[src/rtl/mux_arb_defs.sv]
// Shared arbiter definitions: FSM state encodings reused by the mux/arbiter family.
package mux_arb_defs;

  typedef enum logic [1:0] {
    IDLE    = 2'd0,
    GRANT_A = 2'd1,
    GRANT_B = 2'd2
  } arb_state_t;

endpackage

[src/rtl/mux_2_1_w.sv]
// WIDTH-bit 2:1 multiplexer, purely combinational: y = sel ? b : a.
module mux_2_1_w #(
  parameter int WIDTH = 8
) (
  input  logic [WIDTH-1:0] a,
  input  logic [WIDTH-1:0] b,
  input  logic             sel,
  output logic [WIDTH-1:0] y
);

  assign y = sel ? b : a;

endmodule

[src/rtl/mux_2_1_rr_arbiter.sv]
// Two-requester round-robin arbiter feeding a registered 2:1 mux; one grant in flight,
// output held under backpressure, one-cycle ack pulse after each downstream handshake.
module mux_2_1_rr_arbiter
  import mux_arb_defs::*;
#(
  parameter int WIDTH = 8
) (
  input  logic             clk,
  input  logic             rst,
  input  logic             req_a,
  input  logic [WIDTH-1:0] data_a,
  output logic             ack_a,
  input  logic             req_b,
  input  logic [WIDTH-1:0] data_b,
  output logic             ack_b,
  output logic             out_valid,
  output logic [WIDTH-1:0] out_data,
  input  logic             out_ready,
  output logic             sel,
  output logic             busy
);

  arb_state_t       state, state_nxt;
  logic             pri, pri_nxt;
  logic             sel_nxt;
  logic             out_valid_nxt;
  logic             ack_a_nxt, ack_b_nxt;
  logic             load;
  logic             pick_b;
  logic [WIDTH-1:0] mux_y;

  // B wins when it is the only requester, or on a tie when priority favours it.
  assign pick_b = req_b && (!req_a || pri);

  mux_2_1_w #(.WIDTH(WIDTH)) u_mux (
    .a   (data_a),
    .b   (data_b),
    .sel (pick_b),
    .y   (mux_y)
  );

  always_comb begin
    state_nxt     = state;
    pri_nxt       = pri;
    sel_nxt       = sel;
    out_valid_nxt = out_valid;
    ack_a_nxt     = 1'b0;
    ack_b_nxt     = 1'b0;
    load          = 1'b0;
    case (state)
      IDLE: begin
        out_valid_nxt = 1'b0;
        if (req_a || req_b) begin
          load          = 1'b1;
          sel_nxt       = pick_b;
          out_valid_nxt = 1'b1;
          state_nxt     = pick_b ? GRANT_B : GRANT_A;
        end
      end
      GRANT_A: begin
        if (out_ready) begin
          ack_a_nxt     = 1'b1;
          out_valid_nxt = 1'b0;
          pri_nxt       = 1'b1;
          state_nxt     = IDLE;
        end
      end
      GRANT_B: begin
        if (out_ready) begin
          ack_b_nxt     = 1'b1;
          out_valid_nxt = 1'b0;
          pri_nxt       = 1'b0;
          state_nxt     = IDLE;
        end
      end
      default: begin
        out_valid_nxt = 1'b0;
        state_nxt     = IDLE;
      end
    endcase
  end

  always_ff @(posedge clk or posedge rst) begin
    if (rst) begin
      state     <= IDLE;
      pri       <= 1'b0;
      sel       <= 1'b0;
      out_valid <= 1'b0;
      out_data  <= '0;
      ack_a     <= 1'b0;
      ack_b     <= 1'b0;
    end else begin
      state     <= state_nxt;
      pri       <= pri_nxt;
      sel       <= sel_nxt;
      out_valid <= out_valid_nxt;
      ack_a     <= ack_a_nxt;
      ack_b     <= ack_b_nxt;
      if (load) out_data <= mux_y;
    end
  end

  assign busy = (state != IDLE);

endmodule

[config.mk]
export PLATFORM = sky130hd
export DESIGN_NAME = mux_2_1_rr_arbiter
export DESIGN_NICKNAME = d
export VERILOG_FILES = /design/src/rtl/mux_arb_defs.sv /design/src/rtl/mux_2_1_w.sv /design/src/rtl/mux_2_1_rr_arbiter.sv
export SDC_FILE = /design/constraint.sdc
export NUM_CORES = 1
export LEC_CHECK = 0
export CORE_MARGIN = 2
export CORE_UTILIZATION = 43
export DETAILED_ROUTE_END_ITERATION = 12
export PLACE_DENSITY_LB_ADDON = 0.08
export SETUP_SLACK_MARGIN = 0.15
export SYNTH_ARGS = -nofsm -noshare
export SYNTH_HDL_FRONTEND = slang
export SYNTH_SLANG_ARGS = --single-unit
[constraint.sdc]
create_clock -name clk -period 4.4 [get_ports clk]
set_clock_uncertainty 0.1 [all_clocks]
set_input_delay 0.44 -clock clk [delete_from_list [all_inputs] [get_ports clk]]
set_output_delay 0.44 -clock clk [all_outputs]
set_load 0.01 [all_outputs]
==> summary.txt, run 1 <==
Status - completed
Maximum clock path buffer count - 2
Cts bufs inserted - 3
Post_cts resized - 0
Synth area leaders - dfrtp_1 (48%), ha_1 (6.5%), nand3_1 (5.8%), a31oi_1 (5.7%), o21ai_1 (5.2%)
Synth Register Bits - 15
DRT Pass-1 Iters - 4
Post-synth top area share - 0.4847
Cell at the slowest stage of the critical path - clkdlybuf4s50_1
Final net count - 136
Worst EP arrival - 1.54 ns
Unrepaired setup endpoints after global routing - false
Cells after Synth - 78
Slew Limit Headroom - 0.6060
Final WL - 1662 um
Layout area overhead - 43.62%
Core ar. - 0.001708 sq mm
Sequential share of the synthesized area - 0.4847
DR DRC count - 0
Rows - 15
P_int - 0.0004163 W
Cell Area, Placed - 0.001086 sq mm
Post-synth top area cell - dfrtp_1
Die W - 46.44 um
Clk sinks - 15
RD Place Congestion - 0.6902
Post-route cell area - 0.001112 sq mm
Starting Density - 0.4535
H-tree levels - 1
Total GRT Usage - 0.1801
Static Leakage - 0.4678 nW
Combinational Power Share - 0.517
Placed cells - 131
Iter 0 DRT Violations - 6
Vias in the first global route - 655
Synth Cell Area - 774.5 sq um
Clock power frac - 0.120
Met2 usage - 0.2917
Worst min path class - in2async
Psw - 0.0002278 W
Avg WL per Cell - 12.31 um
Post-DP HPWL - 1223 um
GRT overflow - 0
Peak per-stage delay on the critical path - 0.53 ns
Post-route ant nets - 0
Final Cycle Share - 0.4718
Largest net degree at the start of global routing - 19
Critical path, cell by cell - inv_1, ha_1, inv_1, clkdlybuf4s50_1
Power per cell area - 579.0 mW/mm^2
Total of max-cap violations - 0
YS warnings - 0
Via/cell ratio - 4.852
CTS tree - done
Required time worst endpoint - 3.86 ns
Via count - 655
Die ar. - 0.002157 sq mm
Root buffer cell - clkbuf_4
Synth unique cells - 24
Final min period - 2.076 ns
Hold Buf Count CTS - 0
Crit path launch type - register
CP most frequent cell - inv_1
Worst-path fanout max - 4
Number of I/O port buffers - 33
Worst-Skew Late Latency - 0.27 ns
First-pass GRT wire length - 2732 um
Reg clk slew, reported paths - 0.09 ns
GRT met3 Usage - 0.03922
Ant diodes - 0
Most Crowded Layer GR - met2
Switching Fraction - 0.3537
Worst setup EP type - output pin
Worst-margin pin slew - 0.5910 ns
Post-CTS setup buffers - 0
Crit Path Category - reg2out
Syn Nets - 103
Ports - 34
Setup TNS - 0 ns
FMAX - 481.7 MHz
Hold WS - 0.4108 ns
Final setup vio count - 0
Pins over their slew limit - 0
Met1 usage - 0.2388
Initial antenna violation count - 0
Layout cell share with drive strength beyond 1 - 0.07273
Fin cells - 135
Synth Area per Inst - 9.929 sq um
Worst vdd ir - 0.0004118 V
Part of the power in registers - 0.364
Die height - 46.44 um
Hold Fails Final Rpt - 0
==> per-stage QoR <==
| step | utilization | setup slack (ns) | total power [W] |
|---|---|---|---|
| 2_1_floorplan | - | 2.999 | 0.0004433 |
| 3_3_place_gp | 0.6359 | 2.260 | 0.0005676 |
| 3_5_place_dp | 0.6359 | 2.237 | 0.0005735 |
| 4_1_cts | 0.6513 | 2.311 | 0.0006524 |
| 5_1_grt | 0.6513 | 2.193 | 0.0006989 |
| 6_report | 0.6513 | 2.324 | 0.0006441 |
==> cell families after synthesis <==
family / Yosys count / synth area share
AND/OR/NAND/NOR: 25 / 0.1583
multiplexers: 3 / 0.04039
buffers and inverters: 11 / 0.09369
flip-flops: 15 / 0.4847
adder cells (fa/ha/maj): 4 / 0.06462
AO/OA/AOI/OAI: 20 / 0.1583
==> sequential cells by signal (all words and copies together) (netlist names) <==
name,count
out_valid,1
ack_b,1
sel,1
out_data,8
ack_a,1
pri,1
state,2
==> power groups by stage <==
stage | Clock (W) | Combinational, W | Sequential (W)
after floorplan | 0 | 0.000184 | 0.000259
after global placement | 0 | 0.000331 | 0.000237
after detailed placement | 0 | 0.000336 | 0.000238
after CTS | 0.0000796 | 0.000337 | 0.000235
after global routing | 0.0000868 | 0.000369 | 0.000243
final | 0.0000771 | 0.000333 | 0.000234
==> Yosys cell counts <==
cell type,count
nor2_1,10
nand3_1,9
inv_2,1
nor2b_2,1
buf_4,1
buf_6,2
o21ai_0,1
dfrtp_1,15
a31oi_1,7
nor2_2,1
o21a_1,1
mux2i_1,2
buf_2,1
buf_8,1
nand2b_1,1
a21oi_1,1
o32ai_1,1
and2_1,2
ha_1,4
o21ai_1,8
a31oi_2,1
inv_1,5
mux2_2,1
nor2b_1,1
==> per-layer routing <==
layer	share of wire	wire length (um)	vias to the layer above
met1	0.47	782	303
met5	0	0	-
met3	0.061	101	2
met2	0.46	763	19
li1	-	-	331
met4	0.0084	14	0
==> area by class of cell <==
class | count | area, sq um
fillers | 135 | 595.6
repair buffers | 33 | 330.3
flip-flops and latches | 15 | 375.4
multi-input cells | 52 | 326.6
clock buffers | 4 | 26.28
well taps | 25 | 31.28
inverters | 6 | 22.52
==> worst paths after layout <==
| kind | from | end | slack (ns) | cells past startpoint |
|---|---|---|---|---|
| hold / removal | rst | out_data[6]$_DFFE_PP0P_ | 0.41 | 2 |
| hold reg to reg | out_valid$_DFFE_PP0P_ | out_valid$_DFFE_PP0P_ | 0.43 | 1 |
| setup / recovery | state[0]$_DFFE_PP0P_ | busy | 2.32 | 4 |
| max in group asynchronous | rst | out_valid$_DFFE_PP0P_ | 3.41 | 2 |
| setup reg to reg | state[0]$_DFFE_PP0P_ | out_data[3]$_DFFE_PP0P_ | 2.77 | 5 |
| min in group clk | out_valid$_DFFE_PP0P_ | out_valid$_DFFE_PP0P_ | 0.43 | 1 |
==> cell usage in the layout (no fill, tap or decap) <==
cell type | synthesis | routed
inv_1 | 5 | 5
mux2i_1 | 2 | 2
nor2b_1 | 1 | 1
a21oi_1 | 1 | 1
mux2_2 | 1 | 1
o21ai_0 | 1 | 1
and2_1 | 2 | 2
nor2_2 | 1 | 1
nor2b_2 | 1 | 1
dfrtp_1 | 15 | 15
nor2_1 | 10 | 10
nand2b_1 | 1 | 1
clkbuf_4 | 0 | 3
o32ai_1 | 1 | 1
o21ai_1 | 8 | 8
nand3_1 | 9 | 9
ha_1 | 4 | 4
a31oi_1 | 7 | 7
clkbuf_1 | 0 | 1
inv_2 | 1 | 1
a31oi_2 | 1 | 1
o21a_1 | 1 | 1
clkdlybuf4s50_1 | 0 | 33
==> worst max-delay path: cells and delay by family (launching register included) <==
kind                       cells  cell delay, ns
buffers and inverters          3            0.70
DFF                            1            0.35
adders and majority gates      1            0.22
Power figures use the tool's default switching activity.
==> run 2, diff against run 1 <==
CORE_ASPECT_RATIO = 0.7   (was default)
CORE_UTILIZATION = 36   (was 43)
clock period = 1.8 ns   (was 4.4 ns; I/O delays follow)
==> run 2 against run 1 <==
Clock power is 150% higher. Non-clock buffer count is 3 higher. Cell count is 1.5% higher. Worst hold slack worse by 0.26 ns. Via count is 4.9% higher. Largest cell class unchanged. Worst setup slack worse by 2.1 ns. Sequential power is 150% higher. Largest power group unchanged.
==> summary.txt, run 2 (synthesized netlist as in run 1, its figures left out) <==
CTS tree - done
Required time worst endpoint - 1.52 ns
DRT Pass-1 Iters - 4
Static Leakage - 0.4836 nW
Die ar. - 0.002544 sq mm
Max reg flops - 8
Final net count - 139
Root buffer cell - clkbuf_4
DR DRC count - 0
Crit Path Category - reg2out
Final setup vio count - 0
Slack of the critical path - 0.2009 ns
Worst setup EP type - output pin
Via/cell ratio - 5.015
Worst vdd ir - 0.0006891 V
First-pass GRT wire length - 3091 um
Hold WS - 0.1532 ns
Avg WL per Cell - 13.68 um
Slew Limit Headroom - 0.6156
Fin cells - 137
Number of I/O port buffers - 33
Die W - 59.44 um
Ports - 34
Pre-CTS worst setup slack - 0.2084 ns
H-tree levels - 1
Reg clk slew, reported paths - 0.09 ns
Worst-Skew Late Latency - 0.28 ns
Crit path launch type - register
Hold Fails Final Rpt - 0
Die height - 42.81 um
Unrepaired setup endpoints after global routing - true
GRT overflow - 0
Reg2reg setup slack - 0.26 ns
Worst-path fanout max - 4
R2R depth - 4
Clk sinks - 15
Initial antenna violation count - 0
Worst min path class - in2async
Largest registers - out_data: 8 flops, state: 2 flops
Cts bufs inserted - 3
Total of max-cap violations - 0
Starting Density - 0.3715
FMAX - 625.3 MHz
Commonest cells after routing, fill and taps aside - clkdlybuf4s50_1 (32), dfrtp_1 (15), nor2_1 (10), nand3_1 (9), o21ai_1 (8)
Rows - 14
Maximum clock path buffer count - 2
Via count - 687
Placed cells - 133
Core ar. - 0.002085 sq mm
Ant diodes - 0
Most common cell after layout, fill and taps aside - clkdlybuf4s50_1
Final WL - 1874 um
Layout area overhead - 47.01%
Setup TNS - 0 ns
Cell Area, Placed - 0.001107 sq mm
Final min period - 1.599 ns
Power per cell area - 1430 mW/mm^2
Post-route cell area - 0.001139 sq mm
R2r startpoint - state[0]$_DFFE_PP0P_
R2r endpoint - out_valid$_DFFE_PP0P_
Top reg by flops - out_data
Pins over their slew limit - 0
Iter 0 DRT Violations - 15
Post-DP HPWL - 1417 um
Worst EP arrival - 1.32 ns
Hold Buf Count CTS - 0
Status - completed
Largest net degree at the start of global routing - 17
Layout cell share with drive strength beyond 1 - 0.1150
RD Place Congestion - 0.7411
Post-route ant nets - 0
Worst-margin pin slew - 0.5760 ns
Vias in the first global route - 655
Total GRT Usage - 0.1649
Final Cycle Share - 0.8884
[run 2: changes by cell type in the layout (fill, tap and decap cells not counted)]
cell             before  now
buf_4                 0    3
a21oi_1               1    0
a21oi_2               0    1
clkdlybuf4s50_1      33   32
dlygate4sd2_1         0    1
ha_1                  4    3
ha_2                  0    1
[run 2: through the flow]
step / power (W) / util
after detailed placement: 0.001444 / 0.5312
after floorplan: 0.001084 / -
after global routing: 0.001759 / 0.5462
after CTS: 0.001634 / 0.5432
final: 0.001628 / 0.5462
after global placement: 0.001439 / 0.5312
[run 2: final cells by class]
| cell class | instances | area [sq um] |
|---|---|---|
| timing repair buffer | 36 | 351.6 |
| tap | 24 | 30.03 |
| inverter | 6 | 22.52 |
| sequential | 15 | 375.4 |
| clock buffer | 4 | 26.28 |
| multi-input combinational | 52 | 332.8 |
| fill | 193 | 945.9 |
[run 2: per-layer routing]
layer / vias to the layer above / routed length (um) / GRT usage
met1: 317 / 926 / 0.2404
met4: 0 / 7 / 0.01364
li1: 338 / - / -
met2: 30 / 749 / 0.2308
met5: - / 0 / 0
met3: 2 / 191 / 0.07622
[run 2: worst max-delay path, stage by stage, from the launching register on]
cell	delay [ns]
dfrtp_1	0.39
inv_1	0.12
ha_2	0.20
inv_1	0.05
dlygate4sd2_1	0.28
[run 2: report_power, final]
part / switching, W / internal (W) / leakage [nW] / total [W]
clock: 0.000106 / 0.0000860 / 0.0150 / 0.000192
combinational: 0.000397 / 0.000463 / 0.291 / 0.000860
sequential: 0.0000837 / 0.000492 / 0.178 / 0.000575
[run 2: worst max path at each step]
| stage | from | endpoint | slack, ns | depth (start not counted) |
|---|---|---|---|---|
| global route | state[1]$_DFFE_PP0P_ | busy | 0.1 | 4 |
| CTS | state[0]$_DFFE_PP0P_ | busy | 0.19 | 4 |
| global placement | req_a | out_data[6]$_DFFE_PP0P_ | 0.21 | 5 |
| floorplan | state[0]$_DFFE_PP0P_ | state[0]$_DFFE_PP0P_ | 0.40 | 5 |
| detailed placement | req_a | out_data[2]$_DFFE_PP0P_ | 0.21 | 5 |
| finish | state[0]$_DFFE_PP0P_ | busy | 0.20 | 4 |
[run 2: repair_timing]
item / CTS / global route
gates resized for setup: 1 / 2
endpoints found under the setup margin: 1 / 3
buffers inserted: 0 / 0
gates cloned: 0 / 0
==> run 3, diff against run 2 <==
CELL_PAD_IN_SITES_DETAIL_PLACEMENT = 0   (was default)
CELL_PAD_IN_SITES_GLOBAL_PLACEMENT = 2   (was default)
CORE_UTILIZATION = 21   (was 36)
==> run 3 against run 2 <==
Global-route usage is 5.4 points lower. Core utilization is 20 points lower. Sequential cell count stayed put. Die area increased by 65%. Register-to-register slack improved by 0.04 ns. Worst setup slack gained 0.024 ns. Critical path depth did not move. Final area rose by 6.4%. Critical path type unchanged.
==> summary.txt, run 3 (synthesized netlist as in run 1, its figures left out) <==
DR DRC count - 0
Vias in the first global route - 670
Static Leakage - 0.5103 nW
Part of the power in registers - 0.334
Crit path launch type - register
Slew Limit Headroom - 0.7457
Clk sinks - 15
CTS tree - done
R2r endpoint - out_valid$_DFFE_PP0P_
H-tree levels - 1
Hold WS - 0.1321 ns
Hold Fails Final Rpt - 0
Avg WL per Cell - 12.88 um
Max reg flops - 8
Die ar. - 0.004198 sq mm
Setup TNS - 0 ns
FMAX - 634.9 MHz
GRT overflow - 0
First-pass GRT wire length - 3422 um
Worst-Skew Late Latency - 0.25 ns
Total GRT Usage - 0.1110
Via count - 688
Combinational Power Share - 0.506
Final net count - 142
Switching Fraction - 0.3560
Total of max-cap violations - 0
Rows - 18
Hold Buf Count CTS - 0
Fill cells - 387
Post-DP HPWL - 1594 um
Crit Path Category - reg2out
Number of I/O port buffers - 33
Cts bufs inserted - 3
Ant diodes - 0
Layout area overhead - 56.38%
R2R depth - 4
Die height - 54.81 um
Psw - 0.0006228 W
Reg clk slew, reported paths - 0.07 ns
Worst-margin pin slew - 0.3814 ns
Most common cell after layout, fill and taps aside - clkdlybuf4s50_1
Via/cell ratio - 4.145
Pins over their slew limit - 0
Largest registers - out_data: 8 flops, state: 2 flops
Unrepaired setup endpoints after global routing - false
Worst EP arrival - 1.30 ns
Root buffer cell - clkbuf_8
R2r startpoint - state[0]$_DFFE_PP0P_
P_int - 0.001127 W
Commonest cells after routing, fill and taps aside - clkdlybuf4s50_1 (32), dfrtp_1 (15), nor2_1 (10), nand3_1 (9), o21ai_1 (8)
Clock power frac - 0.160
Largest net degree at the start of global routing - 16
Status - completed
Final WL - 2138 um
Maximum clock path buffer count - 2
Power per cell area - 1444 mW/mm^2
Worst min path class - in2async
Ports - 34
DRT Pass-1 Iters - 4
Core ar. - 0.003536 sq mm
Initial antenna violation count - 0
Die W - 76.59 um
Final Cycle Share - 0.8750
Layout cell share with drive strength beyond 1 - 0.1379
Worst vdd ir - 0.0005612 V
Required time worst endpoint - 1.52 ns
Top reg by flops - out_data
Final setup vio count - 0
Iter 0 DRT Violations - 27
RD Place Congestion - 0.7043
Final min period - 1.575 ns
Worst setup EP type - output pin
Worst-path fanout max - 4
Starting Density - 0.2190
Critical Path Start - state[0]$_DFFE_PP0P_
Reg2reg setup slack - 0.30 ns
Post-route ant nets - 0
run 3: worst max-delay path by stage:
stage,end,slack (ns)
6_report,busy,0.22
4_1_cts,busy,0.22
3_3_place_gp,busy,0.26
3_5_place_dp,state[1]$_DFFE_PP0P_,0.24
5_1_grt,busy,0.15
2_1_floorplan,state[0]$_DFFE_PP0P_,0.40
run 3: area by class of cell:
cell class	instances	area [sq um]	area share
tap	50	62.56	0.05165
multi-input combinational	52	330.3	0.2727
inverter	6	22.52	0.01860
clock inverter	1	5.005	0.004132
clock buffer	3	41.29	0.03409
timing repair buffer	39	374.1	0.3089
sequential	15	375.4	0.3099
run 3: routing by layer:
layer / vias up / share of wire / GRT usage
li1: 347 / - / -
met5: - / 0 / 0
met1: 316 / 0.54 / 0.1528
met2: 23 / 0.39 / 0.1549
met3: 2 / 0.068 / 0.04785
met4: 0 / 0.0080 / 0.03636
run 3: worst max-delay path: stages (launching register included):
cell	delay (ns)
dfrtp_1	0.39
inv_1	0.12
ha_1	0.19
inv_1	0.07
dlygate4sd2_1	0.28
run 3: power groups by stage:
stage	Sequential, W	Combinational [W]	Clock, W
after global placement	0.000588	0.000902	0
after CTS	0.000586	0.000891	0.000291
after detailed placement	0.000588	0.000896	0
after floorplan	0.000634	0.000450	0
after global routing	0.000607	0.000978	0.000309
final	0.000585	0.000885	0.000280
run 3: through the flow:
stage                 util  worst slack, ns  instances  total power, W  instance area [sq um]
global route        0.3425           0.1549        166        0.001893                   1211
finish              0.3425           0.2249        166        0.001749                   1211
detailed placement  0.3287           0.2447        162        0.001484                   1162
global placement    0.3287           0.2553        162        0.001489                   1162
floorplan                -           0.3989         78        0.001084                  774.5
CTS                 0.3415           0.2201        166        0.001768                   1207
run 3: what timing repair did:
item	4_1_cts	5_1_grt
setup buffers	0	0
setup endpoints to repair	1	1
gates resized for setup	1	1
